`src/rtl/siren_audio_out.sv`:
```
// Siren output stage: synchronizes the speaker square wave and emits an
// attack/sustain/release enveloped PWM stream plus amplifier enable.
module siren_audio_out #(
    parameter int PWM_BITS        = 8,
    parameter int ENV_STEP_CYCLES = 390625
) (
    input  logic                clk,
    input  logic                rst_n,
    input  logic                speaker_in,
    input  logic                enable,
    input  logic [PWM_BITS-1:0] volume,
    output logic                aud_pwm,
    output logic                aud_sd,
    output logic                active,
    output logic [PWM_BITS-1:0] env_level,
    output logic [1:0]          state_o
);

    localparam int PRE_W = (ENV_STEP_CYCLES > 2) ? $clog2(ENV_STEP_CYCLES) : 1;
    localparam logic [PRE_W-1:0] PRE_LAST = PRE_W'(ENV_STEP_CYCLES - 1);

    typedef enum logic [1:0] {
        S_IDLE    = 2'd0,
        S_ATTACK  = 2'd1,
        S_SUSTAIN = 2'd2,
        S_RELEASE = 2'd3
    } state_t;

    state_t              state_q, state_d;
    logic [PRE_W-1:0]    presc_q, presc_d;
    logic [PWM_BITS-1:0] pwm_cnt_q, pwm_cnt_d;
    logic [PWM_BITS-1:0] level_q, level_d;
    logic                spk_meta_q, spk_s_q;
    logic                aud_pwm_q, aud_pwm_d;
    logic                active_q, active_d;
    logic [PWM_BITS-1:0] duty;
    logic                tick;

    always_comb begin
        tick      = (state_q != S_IDLE) && (presc_q == PRE_LAST);
        presc_d   = '0;
        if (state_q != S_IDLE) begin
            presc_d = tick ? '0 : presc_q + 1'b1;
        end
        pwm_cnt_d = pwm_cnt_q + 1'b1;
        duty      = spk_s_q ? level_q : '0;
        aud_pwm_d = (pwm_cnt_q < duty);
        active_d  = (state_q != S_IDLE);
    end

    // Level only moves on tick and only toward its bound, so it can never wrap.
    always_comb begin
        level_d = level_q;
        case (state_q)
            S_ATTACK: begin
                if (tick && (level_q < volume)) level_d = level_q + 1'b1;
            end
            S_SUSTAIN: begin
                if (tick && (level_q < volume)) level_d = level_q + 1'b1;
                else if (tick && (level_q > volume)) level_d = level_q - 1'b1;
            end
            S_RELEASE: begin
                if (tick && (level_q != '0)) level_d = level_q - 1'b1;
            end
            default: level_d = level_q;
        endcase
    end

    always_comb begin
        state_d = state_q;
        case (state_q)
            S_IDLE: begin
                if (enable) state_d = S_ATTACK;
            end
            S_ATTACK: begin
                if (!enable) state_d = S_RELEASE;
                else if (level_q >= volume) state_d = S_SUSTAIN;
            end
            S_SUSTAIN: begin
                if (!enable) state_d = S_RELEASE;
            end
            S_RELEASE: begin
                // Leave on the same edge the level lands on zero so status drops one cycle later.
                if (enable) state_d = S_ATTACK;
                else if (level_d == '0) state_d = S_IDLE;
            end
            default: state_d = S_IDLE;
        endcase
    end

    always_ff @(posedge clk or negedge rst_n) begin
        if (!rst_n) begin
            state_q    <= S_IDLE;
            presc_q    <= '0;
            pwm_cnt_q  <= '0;
            level_q    <= '0;
            spk_meta_q <= 1'b0;
            spk_s_q    <= 1'b0;
            aud_pwm_q  <= 1'b0;
            active_q   <= 1'b0;
        end else begin
            state_q    <= state_d;
            presc_q    <= presc_d;
            pwm_cnt_q  <= pwm_cnt_d;
            level_q    <= level_d;
            spk_meta_q <= speaker_in;
            spk_s_q    <= spk_meta_q;
            aud_pwm_q  <= aud_pwm_d;
            active_q   <= active_d;
        end
    end

    assign aud_pwm   = aud_pwm_q;
    assign aud_sd    = active_q;
    assign active    = active_q;
    assign env_level = level_q;
    assign state_o   = state_q;

endmodule

```
`config.mk`:
```
export PLATFORM = sky130hd
export DESIGN_NAME = siren_audio_out
export DESIGN_NICKNAME = d
export VERILOG_FILES = /design/src/rtl/siren_audio_out.sv
export SDC_FILE = /design/constraint.sdc
export NUM_CORES = 1
export LEC_CHECK = 0
export CAP_MARGIN = 20
export CORE_MARGIN = 2
export CORE_UTILIZATION = 45
export CTS_CLUSTER_SIZE = 12
export DETAILED_ROUTE_END_ITERATION = 10
export SLEW_MARGIN = 20
export SYNTH_ARGS = -nofsm -noshare
export SYNTH_HDL_FRONTEND = slang
export SYNTH_SLANG_ARGS = --single-unit
```
`constraint.sdc`:
```
create_clock -name clk -period 3.25 [get_ports clk]
set_input_delay 0.975 -clock clk [delete_from_list [all_inputs] [get_ports clk]]
set_output_delay 0.975 -clock clk [all_outputs]
set_load 0.01 [all_outputs]
```
# After elaboration in Yosys (flattened, before gate mapping)
# Cells that the tools add are included.
# word_totals
in_bits	12
out_inout_bits	13
register_bits	41
# op_classes
magnitude_cmp	4
reduce_logical	9
add_sub_neg	4
mux	15
eq_ne	8
# op_table
cell	n
8-bit two-way mux	5
19-bit two-way mux	2
8-bit one-hot mux with 3 select lines	1
19-bit by 1-bit adder with 19-bit output (second input constant)	1
19-bit == test (second input constant)	1
8-bit by 1-bit adder with 8-bit output (second input constant)	2
8-bit less-than comparator	2
2-bit two-way mux	6
8-bit greater-or-equal comparator	1
8-bit greater-than comparator	1
8-bit zero test	1
2-bit one-hot mux with 4 select lines	1
8-bit nonzero test	1
8-bit by 1-bit subtractor with 8-bit output (second input constant)	1
3-bit inequality test (second input constant)	2
2-bit == test (second input constant)	2
1-bit logical AND	4
2-bit inequality test (second input constant)	2
4-bit AND reduction	1
2-bit by 1-bit == test with 1-bit output (second input constant)	1
2-bit zero test	1
2-bit nonzero test	1

# Depth between registers and ports, before layout
# Gate-level depths: netlist (run 1).
# logic_depth
ltp_word	10
ltp_mapped	12
ltp_nobuf	11

# Least setup slack after synthesis (run 1)
# Ideal clock, no wire load.
# synth_path
kind	input port to flip-flop
startpoint	input volume[1]
endpoint	register state_q[1], in the netlist state_o[1]
setup_slack_ps	-225
n_path_buf	1
setup_ps	125
arrival_time_ps	3350
stages	12
required_ps	3125
cell_sequence	inv_1 -> ha_1 -> nor2b_1 -> o211ai_1 -> a21o_1 -> clkbuf_1 -> nand4_1 -> a32oi_1 -> nand4b_1 -> nor4b_2 -> a31oi_2 -> mux2_4
# synth_via
elab_chain_len	8
# synth_lines
element	line_no	text
start: declaration	11	input logic [PWM_BITS-1:0] volume,
8-bit greater-than comparator	60	else if (tick && (level_q > volume)) level_d = level_q - 1'b1;
1-bit logical AND	60	
8-bit two-way mux	60	
8-bit two-way mux	59	if (tick && (level_q < volume)) level_d = level_q + 1'b1;
8-bit one-hot mux with 3 select lines *	54	case (state_q)
via level_d[2]	32	logic [PWM_BITS-1:0] level_q, level_d;
8-bit zero test *	85	else if (level_d == '0) state_d = S_IDLE;
3-bit inequality test (no line) *	-	
4-bit AND reduction (no line) *	-	
end signal: assignment	102	state_q <= state_d;
end: declaration	29	state_t state_q, state_d;
# The timed path passes the listed nets; every way through them passes the cells marked *.
# A chain may end at the register's enable or synchronous reset.

# Worst setup path after layout (run 1)
# Ends and elaborated chain as after synthesis.

==> out/results.ini, run 1 <==
[synthesis]
syn_area_sq_mm=0.00337
synth_enable_flop_cells=0
ys.flop_type=dfrtp_1
synth_commonest_cells=dfrtp_1, nor2_1, nand2_1, ha_1, inv_1
synth_fa_ha_area_frac=0.0965
netlist_instances=390
synth_top_family_by_area=simple AND/OR/NAND/NOR gates
synth-compound-area-share=0.189
synth_top_cell_by_area=dfrtp_1
synthSimpleGateAreaFrac=0.272
synth_nets=428
yosys.cell_types.count=69
synth_top_cell_area_share=0.304
yosysWarnings=0
synth-xor-area-share=0.0650
yosys_register_bits=41
synth_area_leaders=dfrtp_1, ha_1, nor2_1
yosys.cell_count.top_type=dfrtp_1
async_flop_share=1.00
yosysSeqAreaShare=0.304
synth_area_per_cell_sq_um=8.64
synth.mux.area_fraction=0.0197

[route]
first_pass_iters=5
post-route-drc-count=0
via_per_inst=5.95
vias=3386
ant_nets=0
drt_first_iter_violations=270
drt-total-wl_mm=10.1
wire_per_inst_um=17.7

[critical_path]
arrival_ns=3.49
path_class=input port to flop
regToRegEndpoint=state_o[1]
worst_ep_required_time_ns=3.44
end_kind=flop
r2r_slack_ns=0.08
setup.worst_path.start_class=input port
path_max_fanout=4
endpoint=state_o[1]
r2r_cells=11
r2r-start=env_level[1]
crit_start=volume[1]

[clock_tree]
clkTransAtPathRegs_ns=0.09
holdBufCountCts=0
root_buffer=clkbuf_8
clock_latency_ns=0.30
cts.sinks=41
cts_max_level=2
cts_tree=built
clock_path_buffers=2
cts_inserted_buffers=5

[layout]
utilization=0.627
stdcell_count=569
diodes=0
fin_nets=507
drive_gt1_frac=0.311
syn_to_final_growth_pct=34.9

[sta]
relSlewSlack=0.610
finalHoldViolCount=0
min_period_ns=3.30
finalCritPeriodShare=1.02
worst_pin_slew_ns=0.583
grt_setup_unrepaired=true
fmax_ghz=0.303
fin_ws_ns=-0.0511
tns_ns=-0.0741
setup_viol=2
finalClockSkew_ns=0.0155
slew_viol_final=0

[status]
status=finished, violations left
violations=setup timing

[global_routing]
grt_util_all_layers=0.247
grt_pass1_vias=3297
antenna_found_initial=0
grt_max_degree=42
grt-ovfl-total=0
grt_first_pass_wirelength_mm=16.4

[hold_path]
min_from=spk_meta_q
min_path_type=flop to flop

[pwr]
p_leak_uw=0.00196
p_per_area_mw_per_mm2=521
vdd_drop_max_uv=223
p_total_uw=2370

[place]
dp_hpwl_mm=7.11
placedCellCount=543
io_buffer_count=24
globalplace.congestion=1.00

[die]
chipWidth_um=90.5
dieArea_sq_mm=0.00820
boundaryPins=25
initial_core_util=0.465
rows=31
core_area_sq_mm=0.00725
dieHeight_um=90.5

[run]
maxCapViolations=0

-- cell usage in the layout (no fill, tap or decap), types with 5 or more instances in the layout --
master	count
inv_1	17
nand2b_1	6
nand3_1	17
dfrtp_1	40
a21o_1	6
ha_4	8
inv_2	5
o21ai_0	8
nand4_1	12
clkbuf_8	6
buf_6	8
a21oi_1	13
buf_4	64
nor2_1	35
xor2_1	13
nand2_1	31
nor3_1	10
nor2_2	5
ha_1	17
xnor2_1	12
buf_2	5
and3_1	8
clkdlybuf4s50_1	15
-- worst min-delay path by stage --
stage	end	slack, ns	cells past startpoint
final	spk_s_q	0.36	0
after global routing	spk_s_q	0.38	0
after CTS	spk_s_q	0.36	0
after detailed placement	spk_s_q	0.35	0
after global placement	spk_s_q	0.33	0
after floorplan	spk_s_q	0.33	0
-- worst max-delay path, stage by stage --
cell      delay [ns]
buf_6           0.08
inv_4           0.03
ha_4            0.25
nor2b_4         0.13
o211ai_1        0.11
buf_4           0.18
a21oi_4         0.23
buf_4           0.19
o221ai_2        0.10
nand3_1         0.11
a32oi_1         0.11
buf_4           0.16
nor4_2          0.37
a31oi_4         0.16
mux2_4          0.31
-- layer usage --
metal  vias to the layer above  share of wire  GRT usage
met4                         0          0.040      0.112
met5                         -              0          0
li1                       1580              -          -
met2                       169           0.46      0.392
met1                      1597           0.43      0.334
met3                        40          0.063     0.0367
-- through the flow --
step	hold slack (ns)	setup slack, ns	area (sq um)
2_1_floorplan	0.331	0.00922	3450
3_3_place_gp	0.332	-0.901	4080
3_5_place_dp	0.346	-0.879	4080
4_1_cts	0.365	0.0137	4410
5_1_grt	0.382	-0.116	4550
6_report	0.359	-0.0511	4550
-- final cells by class --
cell class | instances | area [sq um]
fill | 642 | 2710
clock buffer | 7 | 86.3
clock inverter | 1 | 30.0
tap | 99 | 124
sequential | 41 | 1030
timing repair buffer | 93 | 766
inverter | 24 | 95.1
multi-input combinational | 304 | 2420
-- power by group --
group | switching (uW) | internal (uW) | leakage (uW) | total [uW]
logic | 705 | 593 | 0.00136 | 1300
registers | 57.1 | 567 | 0.000538 | 624
clock network | 194 | 251 | 0.0000585 | 445
-- flip-flops by register name, summed over array words and instances, names as in the netlist --
signal,count
presc_q,19
env_level,8
pwm_cnt_q,8
state_o,2
active,1
aud_pwm,1
spk_meta_q,1
spk_s_q,1
-- repair_timing --
action | in CTS | in global routing
cloned | 0 | 0
pin swaps | 20 | 16
resized for setup | 54 | 23
endpoints found under the setup margin | 3 | 4
setup buffers | 15 | 3
-- cells by family after synthesis --
kind of cell             after synthesis
AND/OR/NAND/NOR                      164
AO/OA/AOI/OAI                         83
buffers and inverters                 45
flip-flops                            41
adder cells (fa/ha/maj)               26
XOR/XNOR                              25
multiplexers                           6
Power figures use the tool's default switching activity.
==> run 2: changes to the inputs <==
--- a/config.mk
+++ b/config.mk
@@ -10,6 +10,9 @@
 export CORE_UTILIZATION = 45
 export CTS_CLUSTER_SIZE = 12
 export DETAILED_ROUTE_END_ITERATION = 10
+export PLACE_DENSITY = 0.61
+export SETUP_SLACK_MARGIN = 0.1
+export SKIP_LAST_GASP = 1
 export SLEW_MARGIN = 20
 export SYNTH_ARGS = -nofsm -noshare
 export SYNTH_HDL_FRONTEND = slang
==> run 2 against run 1 <==
  * The flow now finishes without violations
  * First-iteration DRC count is 38% higher
  * Critical path depth is 2 lower
  * Clock power is 6.5% lower
  * Design area is 2.2% higher
  * Worst setup slack better by 0.071 ns
  * Die area stayed put
  * Combinational power hardly changed
==> out/results.ini, run 2 (synthesis gave the netlist of run 1 again) <==
[route]
drt_first_iter_violations=373  ; +38%
post-route-drc-count=0  ; unchanged
drt-total-wl_mm=10.5  ; +4.5%
first_pass_iters=6  ; +1
ant_nets=0  ; unchanged
vias=3460  ; +2.2%
wire_per_inst_um=18.5  ; +4.5%
via_per_inst=6.08  ; +2.2%

[run]
maxCapViolations=0  ; unchanged

[clock_tree]
cts_inserted_buffers=5  ; unchanged
cts.sinks=41  ; unchanged
clock_latency_ns=0.30  ; about the same
clkTransAtPathRegs_ns=0.08  ; about the same
cts_max_level=2  ; unchanged
holdBufCountCts=0  ; unchanged
cts_tree=built
clock_path_buffers=2  ; unchanged
root_buffer=clkbuf_8

[sta]
finalCritPeriodShare=0.994  ; -0.0217
grt_setup_unrepaired=true
worst_pin_slew_ns=0.966  ; +0.383 ns
fin_ws_ns=0.0196  ; +0.0707 ns
slew_viol_final=0  ; unchanged
finalHoldViolCount=0  ; unchanged
finalClockSkew_ns=0.00668  ; -0.00881 ns
tns_ns=0  ; +0.0741 ns
fmax_ghz=0.310  ; +2.2%
relSlewSlack=0.356  ; -0.254
setup_viol=0  ; -2
min_period_ns=3.23  ; -0.0707 ns

[critical_path]
cp_slowest_stage_delay_ns=0.31  ; -0.06 ns
path_class=input port to flop
setup.worst_path.start_class=input port
arrival_ns=3.41  ; -0.08 ns
cpMostUsedCell=a31oi_4
r2r_slack_ns=0.08  ; about the same
path_max_fanout=3  ; -1
cpMaxStageDelayCell=or2_4
worst_ep_required_time_ns=3.43  ; about the same
end_kind=flop
path_cells=buf_2, inv_2, ha_4, nand4_1, or2_4, a31oi_4, buf_6, nor4_4, a32oi_1, nand4b_1, nor4b_4, a31oi_4, mux2_4
cp_num_buf_inv=3  ; -2
crit_family=simple AND/OR/NAND/NOR gates

[pwr]
internal_power_uw=1350  ; -4.1%
power_frac_seq=0.272  ; +0.009
p_per_area_mw_per_mm2=498  ; -4.4%
vdd_drop_max_uv=293  ; +31%
pwr-share-comb=0.549  ; about the same
p_leak_uw=0.00198  ; +1.1%
p_sw_uw=960  ; +0.33%
pwr-share-clk=0.180  ; -0.008
netSwitchingFraction=0.415  ; +0.0109

[die]
dieArea_sq_mm=0.00820  ; unchanged
boundaryPins=25  ; unchanged
core_area_sq_mm=0.00725  ; unchanged
initial_core_util=0.465  ; unchanged
rows=31  ; unchanged
chipWidth_um=90.5  ; unchanged
dieHeight_um=90.5  ; unchanged

[place]
dpl_cell_area_sq_mm=0.00409  ; +0.25%
globalplace.congestion=0.988  ; -1.3%
io_buffer_count=24  ; unchanged
dp_hpwl_mm=7.08  ; -0.40%
pre_cts_slack_ns=-0.940  ; -0.0614 ns

[global_routing]
grt_pass1_vias=3411  ; +3.5%
grt-ovfl-total=0  ; unchanged
grt_util_all_layers=0.257  ; +0.00984
grt_first_pass_wirelength_mm=17.0  ; +3.5%
grt_max_degree=42  ; unchanged
antenna_found_initial=1  ; +1

[layout]
final_cell_mix=buf_4, dfrtp_1, nor2_1
final.fill_count=624  ; -2.8%
fin_nets=507  ; unchanged
final_area_sq_mm=0.00464  ; +2.2%
largest_register_ff_count=19  ; unchanged
multi_input_area_sq_mm=0.00252  ; +4.2%
final_common_cell=buf_4
top_register=presc_q
diodes=0  ; unchanged
syn_to_final_growth_pct=37.8
drive_gt1_frac=0.317  ; +0.00638
ff_latch_area_sq_mm=0.00103  ; -0.12%

[hold_path]
min_path_type=flop to flop

[status]
status=completed

==> run 2: cell type report <==
type	instances	area share
inverters	24	0.0210
multi-input cells	305	0.542
clock buffers	6	0.0156
flip-flops and latches	41	0.221
clock inverters	2	0.00835
repair buffers	92	0.165
well taps	99	0.0267
==> run 2: what timing repair did <==
| item | in CTS | in global routing |
|---|---|---|
| setup buffers | 12 | 4 |
| pin swaps | 29 | 9 |
| cloned | 3 | 0 |
| resized for setup | 87 | 14 |
| endpoints found under the setup margin | 7 | 3 |
==> run 2: path summary, 6_finish.rpt <==
kind                              start      endpoint  depth (start not counted)
min                          spk_meta_q       spk_s_q                          0
min reg2reg                  spk_meta_q       spk_s_q                          0
max reg2reg                env_level[0]    state_o[1]                         11
max                           volume[6]    state_o[1]                         13
max in group asynchronous         rst_n  env_level[1]                          1
min in group asynchronous         rst_n  pwm_cnt_q[4]                          1
==> run 2: power groups by stage <==
stage | sequential [uW] | combinational (uW) | clock (uW)
final | 628 | 1270 | 416
after global routing | 634 | 1360 | 442
after CTS | 626 | 1230 | 429
after detailed placement | 634 | 1120 | 0
after global placement | 634 | 1120 | 0
after floorplan | 648 | 645 | 0
==> run 2: layer usage <==
metal / track usage / up-vias / wire [um]
met4: 0.103 / 2 / 365
met1: 0.327 / 1635 / 4320
met2: 0.438 / 192 / 5060
li1: - / 1588 / -
met3: 0.0384 / 43 / 757
met5: 0 / - / 12
==> run 2: per-stage QoR <==
step,hold slack (ns),instances,utilization,total power (uW)
6_report,0.354,569,0.640,2310
5_1_grt,0.379,569,0.640,2430
4_1_cts,0.356,567,0.629,2280
3_5_place_dp,0.336,544,0.563,1750
3_3_place_gp,0.332,544,0.563,1760
2_1_floorplan,0.331,390,-,1290
